[src/rtl/dlx_pkg.sv]
// Shared DLX constants: ALU codes, opcodes/funcs, instruction field positions
// and the ID/EX bundle types.
package dlx_pkg;

    localparam logic [0:3] ALU_ADD = 4'b0000;
    localparam logic [0:3] ALU_SUB = 4'b0001;
    localparam logic [0:3] ALU_SLT = 4'b0010;
    localparam logic [0:3] ALU_SLE = 4'b0011;
    localparam logic [0:3] ALU_SGT = 4'b0100;
    localparam logic [0:3] ALU_SGE = 4'b0101;
    localparam logic [0:3] ALU_SRA = 4'b0111;
    localparam logic [0:3] ALU_SLL = 4'b1001;
    localparam logic [0:3] ALU_SRL = 4'b1010;
    localparam logic [0:3] ALU_SEQ = 4'b1011;
    localparam logic [0:3] ALU_SNE = 4'b1100;
    localparam logic [0:3] ALU_AND = 4'b1101;
    localparam logic [0:3] ALU_OR  = 4'b1110;
    localparam logic [0:3] ALU_XOR = 4'b1111;

    localparam logic [0:5] OP_RTYPE = 6'h00;
    localparam logic [0:5] OP_ADDI  = 6'h08;
    localparam logic [0:5] OP_ADDUI = 6'h09;
    localparam logic [0:5] OP_SUBI  = 6'h0A;
    localparam logic [0:5] OP_SUBUI = 6'h0B;
    localparam logic [0:5] OP_ANDI  = 6'h0C;
    localparam logic [0:5] OP_ORI   = 6'h0D;
    localparam logic [0:5] OP_XORI  = 6'h0E;
    localparam logic [0:5] OP_LHI   = 6'h0F;
    localparam logic [0:5] OP_SLLI  = 6'h14;
    localparam logic [0:5] OP_SRLI  = 6'h16;
    localparam logic [0:5] OP_SRAI  = 6'h17;
    localparam logic [0:5] OP_SEQI  = 6'h18;
    localparam logic [0:5] OP_SNEI  = 6'h19;
    localparam logic [0:5] OP_SLTI  = 6'h1A;
    localparam logic [0:5] OP_SGTI  = 6'h1B;
    localparam logic [0:5] OP_SLEI  = 6'h1C;
    localparam logic [0:5] OP_SGEI  = 6'h1D;
    localparam logic [0:5] OP_LW    = 6'h23;
    localparam logic [0:5] OP_SW    = 6'h2B;

    localparam logic [0:5] FN_SLL  = 6'h04;
    localparam logic [0:5] FN_SRL  = 6'h06;
    localparam logic [0:5] FN_SRA  = 6'h07;
    localparam logic [0:5] FN_ADD  = 6'h20;
    localparam logic [0:5] FN_ADDU = 6'h21;
    localparam logic [0:5] FN_SUB  = 6'h22;
    localparam logic [0:5] FN_SUBU = 6'h23;
    localparam logic [0:5] FN_AND  = 6'h24;
    localparam logic [0:5] FN_OR   = 6'h25;
    localparam logic [0:5] FN_XOR  = 6'h26;
    localparam logic [0:5] FN_SEQ  = 6'h28;
    localparam logic [0:5] FN_SNE  = 6'h29;
    localparam logic [0:5] FN_SLT  = 6'h2A;
    localparam logic [0:5] FN_SGT  = 6'h2B;
    localparam logic [0:5] FN_SLE  = 6'h2C;
    localparam logic [0:5] FN_SGE  = 6'h2D;

    localparam int OP_POS  = 0;
    localparam int RS1_POS = 6;
    localparam int RS2_POS = 11;
    localparam int RD_POS  = 16;
    localparam int FN_POS  = 26;
    localparam int IMM_POS = 16;

    typedef enum logic [2:0] {
        B_RS2,
        B_SEXT,
        B_ZEXT,
        B_LHI,
        B_ZERO
    } bsel_e;

    typedef struct packed {
        logic [0:3] ctrl;
        bsel_e      bsel;
        logic       a_zero;
        logic [0:4] rd;
        logic       wr_en;
        logic       illegal;
    } dec_t;

    typedef struct packed {
        logic [0:31] a;
        logic [0:31] b;
        logic [0:3]  ctrl;
        logic [0:4]  rd;
        logic        wr_en;
        logic        illegal;
    } id_ex_t;

    typedef enum logic {
        EMPTY,
        FULL
    } st_e;

endpackage

[src/rtl/dlx_ex_issue_if.sv]
// Upstream issue and downstream ALU handshake bundle of the ID/EX stage.
interface dlx_ex_issue_if;

    logic        in_valid;
    logic        in_ready;
    logic [0:31] instr;
    logic [0:31] rs1_val;
    logic [0:31] rs2_val;
    logic        flush;
    logic        out_valid;
    logic        out_ready;
    logic [0:31] alu_a;
    logic [0:31] alu_b;
    logic [0:3]  alu_ctrl;
    logic [0:4]  rd;
    logic        wr_en;
    logic        illegal;

    modport slave (
        input  in_valid, instr, rs1_val, rs2_val, flush, out_ready,
        output in_ready, out_valid, alu_a, alu_b, alu_ctrl, rd, wr_en,
        illegal
    );

    modport master (
        output in_valid, instr, rs1_val, rs2_val, flush, out_ready,
        input  in_ready, out_valid, alu_a, alu_b, alu_ctrl, rd, wr_en,
        illegal
    );

endinterface

[src/rtl/dlx_alu_decode.sv]
// Combinational DLX decoder: ALU code, operand-B source, rd, writeback
// enable and illegal flag.
module dlx_alu_decode
    import dlx_pkg::*;
(
    input  logic [0:31] instr_i,
    output dec_t        dec_o
);

    logic [0:5] op;
    logic [0:5] fn;
    logic [0:3] ctrl;
    bsel_e      bsel;
    logic       legal;
    logic       wr;
    logic [0:4] rd;
    logic       unused_fields;

    assign op = instr_i[OP_POS +: 6];
    assign fn = instr_i[FN_POS +: 6];
    assign unused_fields = ^{instr_i[RS1_POS +: 5], instr_i[21:25]};

    always_comb begin
        ctrl  = ALU_ADD;
        bsel  = B_SEXT;
        legal = 1'b1;
        wr    = 1'b1;
        rd    = instr_i[RS2_POS +: 5];
        unique case (op)
            OP_RTYPE: begin
                bsel = B_RS2;
                rd   = instr_i[RD_POS +: 5];
                unique case (fn)
                    FN_SLL:          ctrl = ALU_SLL;
                    FN_SRL:          ctrl = ALU_SRL;
                    FN_SRA:          ctrl = ALU_SRA;
                    FN_ADD, FN_ADDU: ctrl = ALU_ADD;
                    FN_SUB, FN_SUBU: ctrl = ALU_SUB;
                    FN_AND:          ctrl = ALU_AND;
                    FN_OR:           ctrl = ALU_OR;
                    FN_XOR:          ctrl = ALU_XOR;
                    FN_SEQ:          ctrl = ALU_SEQ;
                    FN_SNE:          ctrl = ALU_SNE;
                    FN_SLT:          ctrl = ALU_SLT;
                    FN_SGT:          ctrl = ALU_SGT;
                    FN_SLE:          ctrl = ALU_SLE;
                    FN_SGE:          ctrl = ALU_SGE;
                    default:         legal = 1'b0;
                endcase
            end
            OP_ADDI:  ctrl = ALU_ADD;
            OP_ADDUI: bsel = B_ZEXT;
            OP_SUBI:  ctrl = ALU_SUB;
            OP_SUBUI: begin ctrl = ALU_SUB; bsel = B_ZEXT; end
            OP_ANDI:  begin ctrl = ALU_AND; bsel = B_ZEXT; end
            OP_ORI:   begin ctrl = ALU_OR;  bsel = B_ZEXT; end
            OP_XORI:  begin ctrl = ALU_XOR; bsel = B_ZEXT; end
            OP_LHI:   bsel = B_LHI;
            OP_SLLI:  begin ctrl = ALU_SLL; bsel = B_ZEXT; end
            OP_SRLI:  begin ctrl = ALU_SRL; bsel = B_ZEXT; end
            OP_SRAI:  begin ctrl = ALU_SRA; bsel = B_ZEXT; end
            OP_SEQI:  ctrl = ALU_SEQ;
            OP_SNEI:  ctrl = ALU_SNE;
            OP_SLTI:  ctrl = ALU_SLT;
            OP_SGTI:  ctrl = ALU_SGT;
            OP_SLEI:  ctrl = ALU_SLE;
            OP_SGEI:  ctrl = ALU_SGE;
            OP_LW:    ctrl = ALU_ADD;
            OP_SW:    begin wr = 1'b0; rd = 5'd0; end
            default:  legal = 1'b0;
        endcase
    end

    // Illegal entries still issue, but as a harmless zero-operand ADD.
    always_comb begin
        dec_o.ctrl    = legal ? ctrl : ALU_ADD;
        dec_o.bsel    = legal ? bsel : B_ZERO;
        dec_o.a_zero  = !legal || (op == OP_LHI);
        dec_o.rd      = legal ? rd : 5'd0;
        dec_o.wr_en   = legal && wr && (rd != 5'd0);
        dec_o.illegal = !legal;
    end

endmodule

[src/rtl/dlx_ex_issue.sv]
// ID/EX issue stage: decode, operand mux and a one-entry valid/ready
// pipeline register feeding the DLX ALU.
module dlx_ex_issue
    import dlx_pkg::*;
(
    input  logic          clk,
    input  logic          rst_n,
    dlx_ex_issue_if.slave bus
);

    dec_t        dec;
    logic [0:15] imm;
    id_ex_t      nxt;
    id_ex_t      data_d;
    id_ex_t      data_q;
    st_e         state_d;
    st_e         state_q;
    logic        accept;

    dlx_alu_decode u_dec (
        .instr_i (bus.instr),
        .dec_o   (dec)
    );

    assign imm = bus.instr[IMM_POS +: 16];

    always_comb begin
        nxt.a       = dec.a_zero ? 32'd0 : bus.rs1_val;
        nxt.ctrl    = dec.ctrl;
        nxt.rd      = dec.rd;
        nxt.wr_en   = dec.wr_en;
        nxt.illegal = dec.illegal;
        unique case (dec.bsel)
            B_RS2:   nxt.b = bus.rs2_val;
            B_SEXT:  nxt.b = {{16{imm[0]}}, imm};
            B_ZEXT:  nxt.b = {16'h0000, imm};
            B_LHI:   nxt.b = {imm, 16'h0000};
            default: nxt.b = 32'd0;
        endcase
    end

    assign accept = bus.in_valid && bus.in_ready;

    always_ff @(posedge clk or negedge rst_n) begin
        if (!rst_n) begin
            state_q <= EMPTY;
        end else begin
            state_q <= state_d;
        end
    end

    // Flush wins over both drain and a same-cycle accept.
    always_comb begin
        state_d = state_q;
        if (bus.flush) begin
            state_d = EMPTY;
        end else if (accept) begin
            state_d = FULL;
        end else if (state_q == FULL && bus.out_ready) begin
            state_d = EMPTY;
        end
    end

    always_comb begin
        bus.out_valid = (state_q == FULL);
        bus.in_ready  = (state_q == EMPTY) || bus.out_ready;
    end

    assign data_d = (accept && !bus.flush) ? nxt : data_q;

    always_ff @(posedge clk or negedge rst_n) begin
        if (!rst_n) begin
            data_q <= '0;
        end else begin
            data_q <= data_d;
        end
    end

    assign bus.alu_a    = data_q.a;
    assign bus.alu_b    = data_q.b;
    assign bus.alu_ctrl = data_q.ctrl;
    assign bus.rd       = data_q.rd;
    assign bus.wr_en    = data_q.wr_en;
    assign bus.illegal  = data_q.illegal;

endmodule

[src/flat_wrapper.sv]
// flat-port wrapper written by rule: the top's interface ports become plain ports
module dlx_ex_issue_flat import dlx_pkg::*;
  (clk, rst_n, bus_in_valid, bus_instr, bus_rs1_val, bus_rs2_val, bus_flush, bus_out_ready, bus_in_ready, bus_out_valid, bus_alu_a, bus_alu_b, bus_alu_ctrl, bus_rd, bus_wr_en, bus_illegal);
  dlx_ex_issue_if bus_i ();
  input  logic clk;
  input  logic rst_n;
  input wire logic [$bits(bus_i.in_valid)-1:0] bus_in_valid;
  input wire logic [$bits(bus_i.instr)-1:0] bus_instr;
  input wire logic [$bits(bus_i.rs1_val)-1:0] bus_rs1_val;
  input wire logic [$bits(bus_i.rs2_val)-1:0] bus_rs2_val;
  input wire logic [$bits(bus_i.flush)-1:0] bus_flush;
  input wire logic [$bits(bus_i.out_ready)-1:0] bus_out_ready;
  output wire logic [$bits(bus_i.in_ready)-1:0] bus_in_ready;
  output wire logic [$bits(bus_i.out_valid)-1:0] bus_out_valid;
  output wire logic [$bits(bus_i.alu_a)-1:0] bus_alu_a;
  output wire logic [$bits(bus_i.alu_b)-1:0] bus_alu_b;
  output wire logic [$bits(bus_i.alu_ctrl)-1:0] bus_alu_ctrl;
  output wire logic [$bits(bus_i.rd)-1:0] bus_rd;
  output wire logic [$bits(bus_i.wr_en)-1:0] bus_wr_en;
  output wire logic [$bits(bus_i.illegal)-1:0] bus_illegal;
  assign bus_i.in_valid = bus_in_valid;
  assign bus_i.instr = bus_instr;
  assign bus_i.rs1_val = bus_rs1_val;
  assign bus_i.rs2_val = bus_rs2_val;
  assign bus_i.flush = bus_flush;
  assign bus_i.out_ready = bus_out_ready;
  assign bus_in_ready = bus_i.in_ready;
  assign bus_out_valid = bus_i.out_valid;
  assign bus_alu_a = bus_i.alu_a;
  assign bus_alu_b = bus_i.alu_b;
  assign bus_alu_ctrl = bus_i.alu_ctrl;
  assign bus_rd = bus_i.rd;
  assign bus_wr_en = bus_i.wr_en;
  assign bus_illegal = bus_i.illegal;
  dlx_ex_issue u_core (.clk(clk), .rst_n(rst_n), .bus(bus_i));
endmodule
[config.mk]
export PLATFORM = sky130hd
export DESIGN_NAME = dlx_ex_issue_flat
export DESIGN_NICKNAME = d
export VERILOG_FILES = /design/src/rtl/dlx_pkg.sv /design/src/rtl/dlx_ex_issue_if.sv /design/src/rtl/dlx_alu_decode.sv /design/src/rtl/dlx_ex_issue.sv /design/src/flat_wrapper.sv
export SDC_FILE = /design/constraint.sdc
export NUM_CORES = 1
export LEC_CHECK = 0
export ABC_CLOCK_PERIOD_IN_PS = 1850
export CORE_ASPECT_RATIO = 1.75
export CORE_UTILIZATION = 41
export CTS_CLUSTER_SIZE = 8
export DETAILED_ROUTE_END_ITERATION = 10
export PLACE_DENSITY = 0.88
export SYNTH_ARGS = -nofsm -noshare
export SYNTH_HDL_FRONTEND = slang
export SYNTH_SLANG_ARGS = --single-unit
[constraint.sdc]
create_clock -name clk -period 1.85 [get_ports clk]
set_clock_uncertainty 0.05 [all_clocks]
set_input_delay 0.37 -clock clk [delete_from_list [all_inputs] [get_ports clk]]
set_output_delay 0.37 -clock clk [all_outputs]
set_load 0.005 [all_outputs]
# After elaboration in Yosys (flattened, before gate mapping)
# Index checks and enable logic that the tools add are counted.
# totals
inputBits	101
output_inout_bits	77
register_bits	76
wordCells	79
# op_classes
n_bitwise	1
eq_ne	38
reduce_logical	18
mux	15
# op_table
op	count
$pmux 32 s4	1
$eq 6x6->1 const B	15
$pmux 4 s14	1
$eq 6x5->1 const B	9
$pmux 4 s13	1
$eq 6x4->1 const B	8
$mux 32	1
$reduce_or 19->1	1
$eq 6x3->1 const B	3
$reduce_or 16->1	1
$pmux 5 s2	1
$reduce_or 8->1	1
$eq 3x2->1 const B	2
$logic_not 6->1	1
$pmux 2 s3	1
$logic_and 1x1->1	5
$mux 1	5
$mux 5	1
$reduce_bool 5->1	1
$mux 4	1
$reduce_or 2->1	2
$eq 3x1->1 const B	1
$logic_not 3->1	1
$mux 3	1
5 further kinds	7

# Logic depth before layout (Yosys ltp)
# Gate-level depths: netlist of the first run.
# depth
depth_word	7
depth_mapped	8

# Cells and area by module
# From an unflattened synthesis of the first run, not the netlist that was laid out.
# unflattened
hier_cells	446
hier_area_um2	4400.5
# modules_own_cells
mod	seq_area_each_um2	cells_per_inst	instances	area_each_um2
dlx_ex_issue	1901.8	339	1	3747.3
dlx_alu_decode	0.0	107	1	653.1

# Worst setup path after synthesis of the first run
# Ideal clock, no wire load.
# synth_timing
kind	input to register
startpoint	in bus_instr[29]
endpoint	reg u_core.data_q (netlist bit u_core.bus.alu_a[10])
arrival_ns	2.089
slack_ns	-0.357
n_path_buf	3
stages	8
setup_time_ns	0.067
t_required_ns	1.733
path_cell_list	buf_2 > or4_4 > nor4_4 > a21boi_4 > o21ba_1 > buf_4 > buf_6 > a32o_1
# synth_between
elab_chain_len	6
elab_cells_between_ends	25
classes_between	eq/ne: 19; mux: 2; reduce/logical: 4
# synth_rtl
element	line	source
from (decl)	flat_wrapper.sv:8	input wire logic [$bits(bus_i.instr)-1:0] bus_instr;
$eq 6x4->1 (tied with other cells)	dlx_alu_decode.sv:29, dlx_alu_decode.sv:78	
$reduce_or 19->1 (no line)	--	
$pmux 1 s2	dlx_alu_decode.sv:29	unique case (op)
$logic_not 1->1	dlx_alu_decode.sv:78	dec_o.a_zero = !legal || (op == OP_LHI);
$logic_or 1x1->1 (*)	dlx_alu_decode.sv:78	
$mux 32 (*)	dlx_ex_issue.sv:28	nxt.a = dec.a_zero ? 32'd0 : bus.rs1_val;
to (signal assigned)	dlx_ex_issue.sv:75	data_q <= data_d;
to (decl)	dlx_ex_issue.sv:15	id_ex_t data_q;
# Mark *: on every way between the ends. The rest lies on a longest branch, timed or not.
# A chain may end at the register's enable or synchronous reset.

# Final worst setup path of the first run
# layout_timing
startpoint	in bus_instr[26]
endpoint	reg u_core.data_q (netlist bit u_core.bus.alu_a[12])
# The elaborated chain is that of the path after synthesis.

==> results.rst, run 1 <==
.. list-table::
   :header-rows: 1

   * - Metric
     - Value
   * - Number of diodes added for antenna fixing
     - 0
   * - Period Utilization, post-route
     - 1.07
   * - Seq/Total Area, Yosys
     - 0.505
   * - Critical path's most frequent cell
     - sky130_fd_sc_hd__buf_4
   * - Relative contribution of combinational cells to total power
     - 0.244
   * - CTS tree
     - done
   * - Fraction of final layout cells with drive strength greater than 1
     - 0.213
   * - Routed length per placed instance
     - 25.6 µm
   * - Failing checks
     - setup timing
   * - Post-synth top flop
     - sky130_fd_sc_hd__dfrtp_1
   * - Initial cell density of the core
     - 0.428
   * - Net count of the finished layout
     - 684
   * - Largest vdd supply drop
     - 0.635 mV
   * - Number of global-route vias before repair
     - 4517
   * - Number of enable-type register cells in the synthesized netlist
     - 0
   * - Number of ports placed on the die boundary
     - 178
   * - Setup repair after global routing missed its margin
     - true
   * - Async S/R FF share, synth
     - 1.00
   * - Critical path peak fanout
     - 11
   * - Final routed DRC violation total
     - 0
   * - Die area
     - 0.00958 mm²
   * - Largest net degree at the start of global routing
     - 47
   * - Result of the run
     - complete, but fails checks
   * - Post-route insts no fill
     - 705
   * - Root Buffer
     - sky130_fd_sc_hd__clkbuf_16
   * - Register-to-register path setup slack
     - 0.19 ns
   * - Data arrival at the endpoint of the critical path
     - 2.17 ns
   * - Library cell occupying the most area in the post-synthesis netlist
     - sky130_fd_sc_hd__dfrtp_1
   * - Endpoint class of the critical path
     - flop
   * - Total global-route track usage
     - 0.352
   * - Placeable core area
     - 0.00878 mm²
   * - P_sw
     - 1340 µW
   * - Number of warnings reported in the yosys synthesis log
     - 0
   * - Cts bufs inserted
     - 9
   * - Post-route setup slack
     - -0.139 ns
   * - Placer's final routability congestion estimate
     - 0.886
   * - Clk slew on worst S/H paths
     - 0.06 ns
   * - Startpoint Class
     - input pin
   * - Top cell type's share of synthesized area
     - 0.505
   * - Final setup TNS
     - -4.41 ns
   * - First-pass GRT wire length
     - 24700 µm
   * - Stage delay of the slowest cell on the critical path
     - 0.35 ns
   * - Sinks on the clock net
     - 76
   * - Footprint of the flip-flops and latches
     - 0.00190 mm²
   * - Fraction of power spent switching nets
     - 0.285
   * - Antenna violations before repair
     - 0
   * - Part of the power in registers
     - 0.402
   * - Synthesized flop and latch total
     - 76
   * - Number of cells in the design after placement
     - 670
   * - Ranking of synthesized cells by area
     - sky130_fd_sc_hd__dfrtp_1 51%, sky130_fd_sc_hd__a32o_1 8.8%, sky130_fd_sc_hd__o21ai_0 6.1%
   * - Data required time of the critical path
     - 2.03 ns
   * - Setup-violating endpoint count in the final report
     - 60
   * - # H-tree levels
     - 3
   * - Critical path type
     - in2reg
   * - Leakage power of the design
     - 0.00278 µW
   * - Source-to-sink clock delay at the later pin of the worst-skew pair
     - 0.34 ns
   * - Max-cap viol count
     - 0
   * - Worst rel slew slack
     - 0.702
   * - Avg Inst Size Synth
     - 10.1 µm²
   * - Clock Path Buffers
     - 2
   * - Vias/cell
     - 6.56
   * - Syn nets
     - 475
   * - Filler Cell Count
     - 505
   * - Relative contribution of the clock network to total power
     - 0.355
   * - Cells after synthesis
     - 374
   * - CP cell instances
     - clkdlybuf4s15_1, buf_4, inv_1, o211ai_1, o221ai_2, o21ba_4, buf_4, buf_16, a32o_2
   * - Transition time at the pin with the least slew margin
     - 0.447 ns
   * - PortBufs
     - 172
   * - Mapped cell area
     - 0.00376 mm²
   * - Final ANT Viol Nets
     - 0
   * - Placement Rows
     - 45
   * - Max-slew violations
     - 0
   * - Power per Cell Area
     - 700 mW/mm²
   * - Worst min-delay path class
     - reg2reg
   * - HPWL after detailed placement
     - 9820 µm
   * - Fmax
     - 0.503 GHz
   * - Routed Wire Length
     - 18000 µm
   * - Multi-input gate area
     - 0.00188 mm²
   * - Area overhead of the layout relative to synthesis
     - 78.1%
   * - DR iter-0 viols
     - 655
   * - Grt ovf
     - 0
   * - Die H
     - 129 µm
   * - Pint
     - 3350 µW
   * - Time the worst path needs with I/O delays and setup
     - 1.99 ns
   * - DR vias
     - 4624
   * - Die W
     - 74.4 µm
   * - Critical-path top delay cell
     - sky130_fd_sc_hd__o211ai_1
   * - Distinct cell type count after synthesis
     - 47
   * - Total iterations of the first detailed-routing run
     - 5
   * - Final hold vios
     - 0
==> kinds of logic (layout without fill, tap and decap cells) <==
kind of cell	Yosys count	count (layout)	share of synthesized area
xor+xnor	3	3	0.00698
simple gates	92	92	0.120
mux	1	1	0.00266
compound gates	154	154	0.308
buf+inv	48	262	0.0568
flops	76	76	0.505
==> worst max-delay path, delay by kind of cell <==
| kind | cells | cell delay [ns] |
|---|---|---|
| buf+inv | 5 | 0.73 |
| compound gates | 4 | 1.06 |
==> cell usage in the layout, fill, tap and decap left out, types with 4 or more instances in the layout <==
cell	netlist	final
sky130_fd_sc_hd__clkdlybuf4s50_1	0	159
sky130_fd_sc_hd__dfrtp_1	76	76
sky130_fd_sc_hd__nand2_1	53	53
sky130_fd_sc_hd__buf_4	1	43
sky130_fd_sc_hd__a32o_1	33	31
sky130_fd_sc_hd__o21ai_1	0	25
sky130_fd_sc_hd__a22oi_1	23	19
sky130_fd_sc_hd__clkbuf_16	0	11
sky130_fd_sc_hd__buf_6	3	11
sky130_fd_sc_hd__o21ai_2	0	9
sky130_fd_sc_hd__o21ai_0	46	8
sky130_fd_sc_hd__a221oi_1	16	8
sky130_fd_sc_hd__inv_1	7	7
sky130_fd_sc_hd__nor2_1	8	7
sky130_fd_sc_hd__a21oi_1	7	7
sky130_fd_sc_hd__dlygate4sd2_1	0	7
sky130_fd_sc_hd__buf_12	0	7
sky130_fd_sc_hd__nand2b_1	8	6
sky130_fd_sc_hd__a221oi_2	0	6
sky130_fd_sc_hd__nor2b_1	5	5
sky130_fd_sc_hd__o22ai_1	5	5
sky130_fd_sc_hd__nor3_1	4	4
sky130_fd_sc_hd__nor3b_1	4	4
sky130_fd_sc_hd__a2bb2oi_1	4	4
sky130_fd_sc_hd__o21ai_4	0	4
sky130_fd_sc_hd__a22oi_2	0	4
sky130_fd_sc_hd__buf_16	0	4
==> cells in the mapped netlist (3+ instances only) <==
library cell,count
sky130_fd_sc_hd__buf_2,6
sky130_fd_sc_hd__nor3b_1,4
sky130_fd_sc_hd__a221oi_1,16
sky130_fd_sc_hd__nand2b_1,8
sky130_fd_sc_hd__buf_6,3
sky130_fd_sc_hd__a2bb2oi_1,4
sky130_fd_sc_hd__o21ai_0,46
sky130_fd_sc_hd__nor2b_1,5
sky130_fd_sc_hd__a21oi_1,7
sky130_fd_sc_hd__a32oi_1,3
sky130_fd_sc_hd__clkbuf_1,31
sky130_fd_sc_hd__inv_1,7
sky130_fd_sc_hd__a32o_1,33
sky130_fd_sc_hd__a22oi_1,23
sky130_fd_sc_hd__nand2_1,53
sky130_fd_sc_hd__nor2_1,8
sky130_fd_sc_hd__nor3_1,4
sky130_fd_sc_hd__dfrtp_1,76
sky130_fd_sc_hd__o22ai_1,5
==> what timing repair did <==
item                                    in CTS  in global routing
endpoints found under the hold margin       30                  0
hold buffers                                 1                  0
setup buffers                                7                  4
pin swaps                                   15                 19
gates cloned                                 7                  2
resized for setup                           69                 43
endpoints found under the setup margin      76                 71
==> through the flow <==
| stage | utilization | total power [µW] | setup WS, ns | hold slack [ns] | area [µm²] |
|---|---|---|---|---|---|
| after floorplan | - | 2210 | -0.309 | 0.0244 | 3780 |
| after global placement | 0.671 | 2860 | -0.608 | 0.274 | 5900 |
| after detailed placement | 0.671 | 2900 | -0.724 | 0.284 | 5900 |
| after CTS | 0.745 | 4560 | -0.0769 | 0.433 | 6550 |
| after global routing | 0.763 | 4810 | -0.161 | 0.466 | 6700 |
| final | 0.763 | 4690 | -0.139 | 0.444 | 6700 |
==> sequential cells by signal, summed over array words and instances (netlist names) <==
signal                count
u_core.bus.alu_a         32
u_core.bus.alu_b         32
u_core.bus.alu_ctrl       4
u_core.bus.illegal        1
u_core.bus.out_valid      1
u_core.bus.rd             5
u_core.bus.wr_en          1
==> layout make-up <==
class | instances | area share
multi-input combinational | 250 | 0.280
clock buffer | 10 | 0.0342
timing repair buffer | 239 | 0.371
sequential | 76 | 0.284
tap | 117 | 0.0218
inverter | 7 | 0.00392
clock inverter | 6 | 0.00597
==> worst paths after layout <==
path	to	from	depth (start not counted)
worst max-delay path	u_core.bus.alu_a[12]$_DFFE_PN0P_	bus_instr[26]	9
worst min-delay path	u_core.bus.alu_b[14]$_DFFE_PN0P_	u_core.bus.alu_b[14]$_DFFE_PN0P_	2
worst max register to register	u_core.bus.alu_a[23]$_DFFE_PN0P_	u_core.bus.out_valid$_DFFE_PN0P_	6
worst min register to register	u_core.bus.alu_b[14]$_DFFE_PN0P_	u_core.bus.alu_b[14]$_DFFE_PN0P_	2
max in group asynchronous	u_core.bus.alu_b[27]$_DFFE_PN0P_	rst_n	3
min in group asynchronous	u_core.bus.alu_b[14]$_DFFE_PN0P_	rst_n	2
==> per-layer routing <==
metal	vias up	global-route usage	share of wire
met3	141	0.0619	0.088
met1	2225	0.400	0.32
li1	1862	-	-
met5	-	0	0
met2	396	0.578	0.51
met4	0	0.253	0.084
==> power groups by stage <==
stage	logic, µW	registers, µW	clock network (µW)
after floorplan	303	1900	0
after global placement	961	1890	0
after detailed placement	993	1900	0
after CTS	1050	1870	1630
after global routing	1200	1890	1720
final	1140	1880	1660
Note: power is estimated with default switching activity, not from simulation.
==> inputs of run 2 (changes only) <==
Settings changed: CAP_MARGIN set to 10.
==> results of run 2 <==
No change in the layout: final DEF, timing and power equal those of run 1.
==> inputs of run 3 (changes only) <==
Settings changed: SLEW_MARGIN set to 20.
==> results of run 3 <==
No change in the layout: final DEF, timing and power equal those of run 1.
